$ cat src/rtl/spi_reg_ctrl.sv
// SPI-framed register file: command byte selects read/write and start address, data bytes
// stream into or out of a small register file that the host can also read and write.
`timescale 1ns / 1ps
module spi_reg_ctrl #(
  parameter int unsigned ADDR_W   = 3,
  parameter bit          AUTO_INC = 1'b1
) (
  input  logic              sys_clk,
  input  logic              rst,
  input  logic              ss,
  input  logic              byte_rdy,
  input  logic [7:0]        rx_byte,
  output logic [7:0]        tx_byte,
  output logic              tx_load,
  input  logic [ADDR_W-1:0] host_rd_addr,
  output logic [7:0]        host_rd_data,
  input  logic              host_wr_en,
  input  logic [ADDR_W-1:0] host_wr_addr,
  input  logic [7:0]        host_wr_data,
  output logic              host_wr_ack,
  output logic              busy,
  output logic              cmd_err,
  input  logic              err_clr
);

  localparam int unsigned NumRegs = 2 ** ADDR_W;

  typedef enum logic [1:0] {StIdle, StCmd, StData, StDrain} state_e;

  state_e              state_q;
  logic [7:0]          regs_q [NumRegs];
  logic [ADDR_W-1:0]   addr_q;
  logic                rw_q;
  logic [7:0]          tx_byte_q;
  logic                tx_load_q;
  logic                cmd_err_q;
  logic                armed_q;
  logic                ss_meta_q;
  logic                ss_sync_q;
  logic [1:0]          sync_vld_q;

  logic [ADDR_W-1:0]   cmd_addr;
  logic                cmd_bad;
  logic [ADDR_W-1:0]   addr_nxt;
  logic                spi_we;

  assign cmd_addr = rx_byte[ADDR_W-1:0];
  assign cmd_bad  = |(rx_byte[6:0] >> ADDR_W);
  assign addr_nxt = AUTO_INC ? addr_q + 1'b1 : addr_q;
  assign spi_we   = (state_q == StData) && !rw_q && byte_rdy;

  assign host_wr_ack  = host_wr_en && !spi_we;
  assign host_rd_data = regs_q[host_rd_addr];
  assign tx_byte      = tx_byte_q;
  assign tx_load      = tx_load_q;
  assign busy         = (state_q != StIdle);
  assign cmd_err      = cmd_err_q;

  always_ff @(posedge sys_clk) begin
    if (rst) begin
      ss_meta_q  <= 1'b0;
      ss_sync_q  <= 1'b0;
      sync_vld_q <= 2'b00;
      armed_q    <= 1'b0;
      state_q    <= StIdle;
      addr_q     <= '0;
      rw_q       <= 1'b0;
      tx_byte_q  <= 8'h00;
      tx_load_q  <= 1'b0;
      cmd_err_q  <= 1'b0;
    end else begin
      ss_meta_q  <= ss;
      ss_sync_q  <= ss_meta_q;
      sync_vld_q <= {sync_vld_q[0], 1'b1};
      tx_load_q  <= 1'b0;
      // Only a genuine low sample of the pad arms; the reset value of the sync chain does not.
      if (sync_vld_q[1] && !ss_sync_q) armed_q <= 1'b1;
      if (err_clr) cmd_err_q <= 1'b0;

      unique case (state_q)
        StIdle: begin
          if (armed_q && ss_sync_q) begin
            state_q   <= StCmd;
            tx_load_q <= 1'b1;
            tx_byte_q <= {cmd_err_q, 7'b0};
          end
        end
        StCmd: begin
          if (byte_rdy) begin
            if (cmd_bad) begin
              cmd_err_q <= 1'b1;
              state_q   <= StDrain;
              tx_load_q <= 1'b1;
              tx_byte_q <= 8'hFF;
            end else begin
              rw_q    <= rx_byte[7];
              addr_q  <= cmd_addr;
              state_q <= StData;
              if (rx_byte[7]) begin
                tx_load_q <= 1'b1;
                tx_byte_q <= regs_q[cmd_addr];
              end
            end
          end
        end
        StData: begin
          if (byte_rdy) begin
            addr_q <= addr_nxt;
            if (rw_q) begin
              tx_load_q <= 1'b1;
              tx_byte_q <= regs_q[addr_nxt];
            end
          end
        end
        StDrain: ;
        default: state_q <= StIdle;
      endcase

      // A byte landing with the frame end is still processed above; only the state is overridden.
      if (state_q != StIdle && !ss_sync_q) state_q <= StIdle;
    end
  end

  always_ff @(posedge sys_clk) begin
    if (rst) begin
      for (int unsigned i = 0; i < NumRegs; i++) regs_q[i] <= 8'h00;
    end else if (spi_we) begin
      regs_q[addr_q] <= rx_byte;
    end else if (host_wr_en) begin
      regs_q[host_wr_addr] <= host_wr_data;
    end
  end

endmodule

$ cat config.mk
export PLATFORM = sky130hd
export DESIGN_NAME = spi_reg_ctrl
export DESIGN_NICKNAME = d
export VERILOG_FILES = /design/src/rtl/spi_reg_ctrl.sv
export SDC_FILE = /design/constraint.sdc
export NUM_CORES = 1
export LEC_CHECK = 0
export BUFFER_PORTS_ARGS = -buffer_cell sky130_fd_sc_hd__buf_2
export CORE_ASPECT_RATIO = 0.7
export CORE_UTILIZATION = 60
export DETAILED_ROUTE_END_ITERATION = 12
export GPL_TIMING_DRIVEN = 0
export PLACE_DENSITY = 0.81
export SYNTH_ARGS = -nofsm -noshare
export SYNTH_HDL_FRONTEND = slang
export SYNTH_SLANG_ARGS = --single-unit
$ cat constraint.sdc
create_clock -name sys_clk -period 2.6 [get_ports sys_clk]
set_input_delay 0.13 -clock sys_clk [delete_from_list [all_inputs] [get_ports sys_clk]]
set_output_delay 0.13 -clock sys_clk [all_outputs]
set_load 0.01 [all_outputs]
==> qor.txt <==
Peak VDD IR = 438 uV
Layout cells sized above 1 = 30.0%
Synth async-reset ratio = 0%
Gr ovfl total = 0
Most used DFF post-synth = edfxtp_1
Area of the core = 7970 um^2
Sequential Area = 2340 um^2
CTS H-tree lvls = 3
Clock Sinks = 85
Drt drc = 10
Final core occ = 71.5%
Top cell type by total area after synthesis = edfxtp_1
Hold_ws = 0.0457 ns
Global placement routability congestion = 0.947
First-pass GRT wire length = 21,100 um
Max_cap viols = 0
Synth top area share = 38.3%
Outcome = finished, violations left
Initial antenna violation count = 0
Fin worst setup slack = 0.0685 ns
CP Max Fanout = 9
Cts bufs inserted = 9
Clock latency on the worst-skew pair = 0.35 ns
Critical path class = reg2reg
EDFF count, synth = 64
Port-buffer cells = 40
Final TNS setup = 0 ns
Critical path endpoint category = register
Fin. Hold Viols = 0
Commonest non-fill, non-tap cell in the layout = nor2_1
Fin cells = 558
Failing checks = DRC
Worst hold path class = in2reg
# IOs = 48
Setup repair bufs after CTS = 0
Root Buffer = clkbuf_16
Hpwl dp = 9500 um
Number of max-slew violations in the final report = 0
Clock transition at path regs = 0.06 ns
Yosys reg bits = 85
Nets = 485
Number of fillers in the final layout = 547
P_leak = 2.24 nW
Syn Std Cell Area = 5020 um^2
Startpoint Class = register
Final setup vio count = 0
Period utilization = 97.4%
Syn Area/Cell = 12.6 um^2
Layout Area Growth over Synthesis = 13.5%
DR vias = 3,899
TritonCTS clock tree = done
Routed Wire Length = 13,900 um
Starting Density = 63.0%
Headroom to the max-slew limit = 34.0%
Worst Skew = 0.00649 ns
Post-synthesis cell count = 400
Pwr dens = 577 nW/um^2
Setup slack at placement = -0.0543 ns
Actual slew at the worst max-slew pin = 0.983 ns
Die H = 78.5 um
Largest net degree at the start of global routing = 15
ANT cells = 0
Most frequent cells in the layout = 75 x nor2_1, 64 x edfxtp_1, 46 x buf_2
Wire per inst = 25.0 um
Post-synthesis sequential area ratio = 46.6%
CTS Buffer Depth = 2
Yosys warns = 0
Area of the multi-input gates = 2530 um^2
Required @ worst endpoint = 2.89 ns
Worst endpoint data arrival time = 2.83 ns
Post-route ant nets = 0
Distinct cells, synth = 51
Rows = 27
Achievable frequency = 0.395 GHz
Die footprint = 8740 um^2
Period minus WS final = 2.53 ns
Syn Nets = 433
Global Route Usage Sum = 33.9%
Vias in the first global route = 3,820
DP Cell Count = 541
Unrepaired setup endpoints after global routing = no
Synth top area cells = edfxtp_1 38%, mux4_2 16%, dfxtp_1 8.4%, mux4_1 5.8%, nor2_1 5.6%
Vias per Instance = 6.99
1st-iter DRT viols = 617
DIE WIDTH = 111 um
Pre-antenna DRT Iters = 9
-- registers in the layout, indices dropped and copies added (netlist names) --
| name | cells |
|---|---|
| state_q | 2 |
| sync_vld_q | 2 |
| rw_q | 1 |
| ss_meta_q | 1 |
| tx_byte | 8 |
| tx_load | 1 |
| armed_q | 1 |
| cmd_err | 1 |
| addr_q | 3 |
| ss_sync_q | 1 |
| regs_q | 64 |
-- power by group --
group,leakage [nW],internal (mW),switching [mW],total (mW)
combinational,1.26,0.194,0.242,0.436
clock,0.138,0.743,0.547,1.29
sequential,0.836,1.51,0.0475,1.56
total,2.24,2.45,0.836,3.29
-- Yosys cell counts (2+ instances only) --
library cell	count
a211oi_1	2
clkbuf_8	2
nor2b_1	6
mux2_2	10
nand3b_1	2
ha_1	5
a31oi_1	7
nand2_2	5
clkbuf_1	4
buf_6	5
nand2b_1	7
o21ai_0	4
a21oi_1	15
a211o_1	7
nor2_1	75
buf_2	6
mux4_2	36
buf_1	2
inv_1	8
mux4_1	11
nand3_1	5
nand2_1	49
mux2i_1	15
nor3_1	2
dfxtp_1	21
edfxtp_1	64
-- layout make-up --
class	count	area share, %
tap	101	2.22
clock inverter	6	1.10
clock buffer	10	4.02
sequential	85	41.1
timing repair buffer	41	3.69
multi-input combinational	285	44.4
inverter	9	0.593
buffer	21	2.88
-- per-stage QoR --
stage               power, mW  cell area (um^2)
detailed placement       2.00              5350
finish                   3.29              5700
global placement         1.98              5350
CTS                      3.26              5660
global route             3.34              5700
floorplan                1.87              5020
-- logic make-up after synthesis --
kind of cell	synth area share (%)
compound gates	6.55
fa+ha+maj	1.25
buf+inv	3.94
flops	46.6
mux	27.1
simple gates	14.1
xor+xnor	0.349
-- worst paths after layout --
path | startpoint | end | slack (ns) | depth (start not counted)
setup / recovery | state_q[1] | tx_byte[5] | 0.07 | 8
hold / removal | err_clr | cmd_err | 0.05 | 3
setup reg to reg | state_q[1] | tx_byte[5] | 0.07 | 8
hold reg to reg | ss_meta_q | ss_sync_q | 0.44 | 1
-- repair_timing --
| item | in CTS | in global routing |
|---|---|---|
| gates resized for setup | 3 | 12 |
| setup endpoints to repair | 24 | 65 |
| endpoints found under the hold margin | 1 | 0 |
| hold buffers | 1 | 0 |
| pin swaps | 0 | 0 |
| cloned | 0 | 0 |
-- metal layers --
layer | share of wire [%] | global-route usage (%)
met5 | 0 | 0
met4 | 3.2 | 14.9
met3 | 14 | 8.96
met2 | 45 | 51.2
met1 | 38 | 46.7
-- worst max-delay path: stages, from the launching register on --
cell and delay [ns]:
dfxtp_1 0.40, inv_1 0.10, ha_1 0.18, buf_4 0.17, nor2b_1 0.17, a311oi_4 0.32, nand4_1 0.49, a21oi_1 0.48
a211o_1 0.15
(Power assumes the default switching activity.)
